`src/rtl/mem_responder.sv`:
```
// mem_responder: bus responder between a 32-bit load/store request port and
// two on-chip memories: a combinational 32-bit flash (read-only) and a
// synchronous 8-bit RAM. Each accepted request yields exactly one response.
// Multi-byte RAM accesses are sequenced one byte per cycle, little-endian.
//
// Ports:
//   clk, rst_n              clock (rising edge), asynchronous active-low reset
//   req_valid / req_ready   request handshake; accepted when both are high
//   req_addr, req_we        byte address, 1 = write
//   req_size                0 = byte, 1 = half, 2 = word, 3 = illegal
//   req_wdata               write data, low N byte lanes used
//   rsp_valid               one-cycle response strobe
//   rsp_rdata, rsp_err      read data (zero-extended) and error flag
//   flash_addr, flash_data  flash word address and combinational read data
//   ram_rw, ram_addr        RAM write strobe (1 = write) and byte address
//   ram_di, ram_do          RAM write data, read data (valid one cycle later)
module mem_responder #(
    parameter int          flash_width = 9,
    parameter int          ram_width   = 10,
    parameter logic [31:0] ram_base    = 32'h1000_0000
) (
    input  logic                   clk,
    input  logic                   rst_n,
    input  logic                   req_valid,
    output logic                   req_ready,
    input  logic [31:0]            req_addr,
    input  logic                   req_we,
    input  logic [1:0]             req_size,
    input  logic [31:0]            req_wdata,
    output logic                   rsp_valid,
    output logic [31:0]            rsp_rdata,
    output logic                   rsp_err,
    output logic [flash_width-1:0] flash_addr,
    input  logic [31:0]            flash_data,
    output logic                   ram_rw,
    output logic [ram_width-1:0]   ram_addr,
    output logic [7:0]             ram_di,
    input  logic [7:0]             ram_do
);

    typedef enum logic [2:0] {IDLE, FLASH, RAM_RD, RAM_WR, RESP} state_t;

    localparam logic [31:0] flash_bytes = 32'd4 << flash_width;
    localparam logic [31:0] ram_bytes   = 32'd1 << ram_width;

    state_t      state;
    logic [1:0]  lane_q;    // addr[1:0] of the request, for flash lane shift
    logic [1:0]  size_q;
    logic [1:0]  last_q;    // N-1: index of the final byte
    logic [2:0]  cnt;       // byte / cycle counter within a RAM access
    logic [31:0] wdata_q;   // write data, shifted down one byte per written byte
    logic [31:0] data_q;    // RAM read bytes collected so far

    // Request decode, only meaningful in the accept cycle.
    logic [31:0] ram_off;
    logic        in_flash, in_ram, misaligned, req_err;

    assign ram_off    = req_addr - ram_base;
    assign in_flash   = req_addr < flash_bytes;
    assign in_ram     = (req_addr >= ram_base) && (ram_off < ram_bytes);
    assign misaligned = ((req_size == 2'd1) && req_addr[0]) ||
                        ((req_size == 2'd2) && (req_addr[1:0] != 2'b00));
    assign req_err    = (req_size == 2'd3) || misaligned ||
                        !(in_flash || in_ram) || (in_flash && req_we);

    // Byte lane that the RAM data arriving this cycle belongs to: the read
    // issued in the previous cycle, hence cnt-1.
    logic [1:0] rd_idx;
    assign rd_idx = cnt[1:0] - 2'd1;

    function automatic logic [31:0] lane_mask(input logic [1:0] size);
        case (size)
            2'd0:    lane_mask = 32'h0000_00FF;
            2'd1:    lane_mask = 32'h0000_FFFF;
            default: lane_mask = 32'hFFFF_FFFF;
        endcase
    endfunction

    // NOTE: all state and registered outputs use non-blocking assignments so
    // every branch sees the pre-edge values, independent of statement order.
    always_ff @(posedge clk or negedge rst_n) begin
        if (!rst_n) begin
            state      <= IDLE;
            req_ready  <= 1'b1;
            rsp_valid  <= 1'b0;
            rsp_rdata  <= '0;
            rsp_err    <= 1'b0;
            ram_rw     <= 1'b0;
            ram_addr   <= '0;
            ram_di     <= '0;
            flash_addr <= '0;
            lane_q     <= '0;
            size_q     <= '0;
            last_q     <= '0;
            cnt        <= '0;
            wdata_q    <= '0;
            data_q     <= '0;
        end else begin
            case (state)
                IDLE: begin
                    // req_ready is always high here, so req_valid means accept.
                    if (req_valid) begin
                        req_ready <= 1'b0;
                        lane_q    <= req_addr[1:0];
                        size_q    <= req_size;
                        // size 0/1/2 -> N-1 = 0/1/3
                        last_q    <= {req_size[1], req_size[1] | req_size[0]};
                        cnt       <= '0;
                        wdata_q   <= req_wdata;
                        data_q    <= '0;
                        if (req_err) begin
                            state     <= RESP;
                            rsp_valid <= 1'b1;
                            rsp_err   <= 1'b1;
                            rsp_rdata <= '0;
                        end else if (in_flash) begin
                            state      <= FLASH;
                            flash_addr <= req_addr[flash_width+1:2];
                        end else if (req_we) begin
                            state    <= RAM_WR;
                            ram_rw   <= 1'b1;
                            ram_addr <= ram_off[ram_width-1:0];
                            ram_di   <= req_wdata[7:0];
                        end else begin
                            state    <= RAM_RD;
                            ram_addr <= ram_off[ram_width-1:0];
                        end
                    end
                end

                FLASH: begin
                    rsp_rdata <= (flash_data >> {lane_q, 3'b000}) & lane_mask(size_q);
                    rsp_valid <= 1'b1;
                    state     <= RESP;
                end

                RAM_RD: begin
                    // Cycle cnt presents address byte cnt and receives byte cnt-1.
                    cnt <= cnt + 3'd1;
                    if (cnt != 3'd0)
                        data_q[{rd_idx, 3'b000} +: 8] <= ram_do;
                    if (cnt == {1'b0, last_q} + 3'd1) begin
                        rsp_rdata <= data_q | ({24'd0, ram_do} << {rd_idx, 3'b000});
                        rsp_valid <= 1'b1;
                        state     <= RESP;
                    end else if (cnt < {1'b0, last_q}) begin
                        ram_addr <= ram_addr + ram_width'(1);
                    end
                end

                RAM_WR: begin
                    if (cnt[1:0] == last_q) begin
                        ram_rw    <= 1'b0;
                        rsp_valid <= 1'b1;
                        state     <= RESP;
                    end else begin
                        cnt      <= cnt + 3'd1;
                        ram_addr <= ram_addr + ram_width'(1);
                        ram_di   <= wdata_q[15:8];
                        wdata_q  <= wdata_q >> 8;
                    end
                end

                RESP: begin
                    rsp_valid <= 1'b0;
                    rsp_err   <= 1'b0;
                    rsp_rdata <= '0;
                    req_ready <= 1'b1;
                    state     <= IDLE;
                end

                default: begin
                    state     <= IDLE;
                    req_ready <= 1'b1;
                    rsp_valid <= 1'b0;
                    ram_rw    <= 1'b0;
                end
            endcase
        end
    end

endmodule

```
`config.mk`:
```
export PLATFORM = sky130hd
export DESIGN_NAME = mem_responder
export DESIGN_NICKNAME = d
export VERILOG_FILES = /design/src/rtl/mem_responder.sv
export SDC_FILE = /design/constraint.sdc
export NUM_CORES = 1
export LEC_CHECK = 0
export BUFFER_PORTS_ARGS = -buffer_cell sky130_fd_sc_hd__buf_2
export CELL_PAD_IN_SITES_DETAIL_PLACEMENT = 0
export CELL_PAD_IN_SITES_GLOBAL_PLACEMENT = 1
export CORE_UTILIZATION = 44
export DETAILED_ROUTE_END_ITERATION = 10
export PLACE_DENSITY = 0.95
export SKIP_LAST_GASP = 1
export SYNTH_ARGS = -nofsm -noshare
export SYNTH_HDL_FRONTEND = slang
export SYNTH_SLANG_ARGS = --single-unit
```
`constraint.sdc`:
```
create_clock -name clk -period 7.7 [get_ports clk]
set_clock_uncertainty 0.05 [all_clocks]
set_input_delay 2.31 -clock clk [delete_from_list [all_inputs] [get_ports clk]]
set_output_delay 2.31 -clock clk [all_outputs]
set_load 0.01 [all_outputs]
```
### Yosys cells after proc, flatten, opt, wreduce, memory -nomap -nowiden

Cells that the tools add are included.

* memories kept: 0
* logic and storage cells: 140
* bits in read-only memories: 0
* bits in writable memories: 0
* input port bits: 110
* flip-flop bits (word level): 139
* output and inout bits: 63
* bits in latches: 0

* $mul: 0
* divide/modulo/power cells: 0
* equal/unequal tests: 21
* add/subtract/negate cells: 6
* reductions and logical operators: 34
* bitwise operators: 6
* shift-type cells: 4
* $lt $le $gt $ge: 4
* mux-type cells: 50

Operators with widths (number)
* 32-bit 2-to-1 mux: 8
* 32-bit case mux with 2 select lines: 3
* 32-bit case mux with 4 select lines: 1
* 10-bit 2-to-1 mux: 6
* 8-bit 2-to-1 mux: 5
* 32-bit bitwise AND: 1
* 32-bit bitwise mux: 1
* 32-bit by 29-bit greater-or-equal comparator with 1-bit output, second input constant: 1
* 32-bit by 11-bit < comparator with 1-bit output, second input constant: 1
* 32-bit by 12-bit < comparator with 1-bit output, second input constant: 1
* 32-bit OR: 1
* 8-bit by 7-bit variable shift with 32-bit output, first input constant: 1
* 8-bit by 7-bit indexed part select with 32-bit output: 1
* 8-bit by 5-bit left shift with 32-bit output: 1
* 32-bit by 5-bit right shift with 32-bit output: 1
* 32-bit by 29-bit subtractor with 32-bit output, second input constant: 1
* 10-bit case mux with 3 select lines: 1
* 2-bit != test, second input constant: 11
* 3-bit 2-to-1 mux: 6
* 8-bit case mux with 2 select lines: 1
* 3-bit AND reduction: 5
* 3-bit case mux with 4 select lines: 1
* 4-bit AND reduction: 3
* 6-bit AND reduction: 2
* 32 further kinds: 61

### Logic depth before layout (Yosys ltp)

* word-level depth: 10
* depth in mapped cells: 8
* gate-level depth less buffers: 7

### Least setup slack after synthesis

OpenSTA, ideal clock, no wires.

* kind: in2reg
* from: in req_addr[21]
* to: reg flash_addr[0]
* buffers on the path: 0
* stages on the path: 4
* path slack: 3.558 ns
* arrival time: 3.967 ns
* data required time: 7.525 ns
* library setup time: 0.125 ns
* cell sequence: or4_1 or3_4 nor3_4 mux2_4

* longest elaborated chain between the ends: 9
* elaborated cells on any way between the ends: 12
* those cells by class: add/sub: 1; order compare: 3; bitwise: 1; reduce/logical: 7

RTL lines
* from (decl): RTL line 26 `input logic [31:0] req_addr,`
* 32-bit by 29-bit subtractor with 32-bit output: RTL line 58 `assign ram_off = req_addr - ram_base;`
* 32-bit by 11-bit < comparator with 1-bit output: RTL line 60 `assign in_ram = (req_addr >= ram_base) && (ram_off < ram_bytes);`
* 1-bit logical AND: RTL line 60
* 1-bit logical OR: RTL line 64 `!(in_flash || in_ram) || (in_flash && req_we);`
* 1-bit zero test: RTL line 64
* 1-bit logical OR: RTL line 63 `assign req_err = (req_size == 2'd3) || misaligned ||`
* 1-bit logical OR: RTL line 64
* 1-bit inverter (no line)
* 4-bit AND reduction (no line) (*)
* to (signal assigned): RTL line 118 `flash_addr <= req_addr[flash_width+1:2];`
* to (decl): RTL line 33 `output logic [flash_width-1:0] flash_addr,`

Every way passes the cells marked *; elsewhere a longest branch is shown, timed or not.
A chain may end at the register's enable or synchronous reset.

### Worst setup path after layout

* from: in req_valid
* to: reg ram_addr[5]

* longest elaborated chain between the ends: 2

RTL lines
* from (decl): RTL line 24 `input logic req_valid,`
* 2-bit != test (no line)
* 7-bit AND reduction (no line)
* to (signal assigned): RTL line 122 `ram_addr <= ram_off[ram_width-1:0];`
* to (signal assigned): RTL line 126 `ram_addr <= ram_off[ram_width-1:0];`
* to (signal assigned): RTL line 147 `ram_addr <= ram_addr + ram_width'(1);`
* to (decl): RTL line 36 `output logic [ram_width-1:0] ram_addr,`

Every way passes these cells.

==> out/results.ini <==
[logic_synthesis]
synth_area_leaders = dfrtp_1, mux2_1, a22o_1
synth_cell_types = 54
synth-seq-cells = 130
netlist_area_um2 = 6680
synth_ff_type = dfrtp_1
synthTopCellsByCount = dfrtp_1, a21oi_1, nand2_1
ys_seq_area_frac = 0.487
yosysWarnings = 0
synth_edf_count = 0
synthArstFlopShare = 1.00
avgSynthCellArea_um2 = 10.8
synth.net_count = 738
synthDominantCellAreaShare = 0.483
yosys.area.top_type = dfrtp_1
synth_most_common_cell = dfrtp_1
synthCells = 619

[sta]
tightestPinTransition_ps = 1160
hold_viol_final = 0
rsz0062_at_grt = no
post-route-period-util = 0.530
period_minus_slack_ps = 4080
setup_tns_ps = 0
setup_viol_count_final = 0
drv_slew = 0
slew_headroom = 0.230
fin_ws_ps = 3620
max_clock_freq_mhz = 245
whs_ps = 423

[floorplanning]
die_x_um = 125
start_util = 0.454
die-area_um2 = 15700
rows = 44
die_h_um = 125
ios = 173
core_um2 = 14700

[status]
status = complete, but fails checks
violations = DRC

[critical_path]
slowest_delay_ps = 720
cp_common_cell = a21oi_1
critPathTopFamily = compound AO/OA/AOI/OAI gates
critPathMaxFanout = 18
cp-start-kind = primary input
crit_slowest_cell = a21oi_1
path_buf_inv = 2
r2r_slack_ps = 4530
end_kind = flop
worstSetupPathType = in -> reg
cp.arrival_ps = 4330
required_ps = 7940
crit_chain = buf_2, nor4b_4, buf_4, a21oi_1, a21oi_1, and2_1, a31oi_1

[global_routing]
grt_pass1_vias = 5416
grt_max_degree = 76
antenna_found_initial = 3
grt_pass1_wl_mm = 27.8
track_usage = 0.224
grt_overflow_total = 0

[placed_design]
portBuffers = 172
place.gp.congestion = 0.873
hpwl_mm = 12.2
dp_slack_ps = 3180

[clock_tree]
clk_path_buf_depth = 2
clkLatencyLatePin_ps = 420
ctsResizeCount = 0
holdBufCountCts = 0
postCtsSetupBuffers = 0
cts.sinks = 130
cts_tree = built
cts_buffers = 17
root_buffer = clkbuf_16
htree_levels = 4
clk_pin_slew_ps = 60

[job]
drv_cap = 0

[layout]
nets = 890
final_core_util = 0.558
syn_to_final_growth_pct = 22.9
drive_above_1_share = 0.321

[detailed_routing]
wl_per_cell_um = 17.4
ant_nets = 0
drt_iter0_drc = 318
wl_mm = 16.9
drtPass1Iterations = 10
vias = 5480
drc = 18
vias_per_cell = 5.64

[power]
leakagePower_nw = 4.09
p_per_area_nw_per_um2 = 213
p_total_mw = 1.75
ir_worst_vdd_v = 0.000175

[min_path]
hold_class = reg -> reg

## where the power goes
group | total, mW | switching (mW) | internal (mW)
Sequential | 0.766 | 0.0387 | 0.727
Combinational | 0.236 | 0.133 | 0.103
Clock | 0.744 | 0.304 | 0.440
Total | 1.75 | 0.476 | 1.27
## cell families (layout without fill, tap and decap cells)
group / after synthesis / count (layout) / synth area share
XOR/XNOR: 3 / 3 / 0.00393
multiplexers: 100 / 100 / 0.168
buffers and inverters: 54 / 219 / 0.0322
other: 0 / 3 / 0
adder cells (fa/ha/maj): 9 / 9 / 0.0169
AO/OA/AOI/OAI: 199 / 199 / 0.193
flip-flops: 130 / 130 / 0.487
AND/OR/NAND/NOR: 124 / 124 / 0.0989
## worst reg2reg max path, stage by stage (launching register included)
cell      delay [ps]
dfrtp_1          480
inv_1            160
ha_1             340
and2_1           170
nand3b_1         170
a21o_1           590
a31oi_2          680
mux2_2           410
## state kept, by name (all words and copies together) (netlist names)
signal      count
ram_rw          1
lane_q          2
data_q         32
last_q          1
size_q          2
cnt             3
req_ready       1
ram_addr       10
ram_di          8
rsp_err         1
state           3
flash_addr      9
rsp_valid       1
rsp_rdata      32
wdata_q        24
## per-stage QoR
stage               cells  cell area (um^2)
finish                971              8210
global route          971              8210
CTS                   968              8200
detailed placement    936              7660
global placement      936              7660
floorplan             619              6680
## per-layer routing
| metal | up-vias | part of all wire | wire [um] | GRT usage |
|---|---|---|---|---|
| met1 | 2681 | 0.48 | 8070 | 0.313 |
| met4 | 0 | 0.023 | 387 | 0.0846 |
| met2 | 159 | 0.45 | 7550 | 0.343 |
| li1 | 2613 | - | - | - |
| met5 | - | 0 | 0 | 0 |
| met3 | 27 | 0.053 | 887 | 0.0484 |
## cell type report
cell class,instances,area (um^2)
fillers,1296,6490
flip-flops and latches,130,3250
multi-input cells,435,3230
repair buffers,179,916
clock buffers,18,429
well taps,184,230
clock inverters,14,116
inverters,8,30.0
diodes,3,7.51
## final timing paths
check | to | depth (start not counted) | startpoint
max | ram_addr[5] | 7 | req_valid
min | wdata_q[11] | 2 | wdata_q[11]
max reg2reg | ram_di[6] | 7 | cnt[0]
min reg2reg | wdata_q[11] | 2 | wdata_q[11]
max in group asynchronous | lane_q[0] | 2 | rst_n
min in group asynchronous | rsp_rdata[31] | 1 | rst_n
## placed cells by master, fill, tap and decap left out, drive strengths merged, types with 4 or more instances in the layout
cell type    n
buf        179
dfrtp      129
mux2        68
a21oi       55
nand2       52
o21ai       42
a22o        40
mux2i       32
o22ai       26
nor2        21
clkbuf      18
o2bb2ai     11
a31oi       11
nand3       10
ha           9
inv          9
clkinv       8
nor4         7
and4         6
nor3         6
nor2b        4
and2         4
clkinvlp     4
No activity file was read; power rests on OpenSTA's default activity.
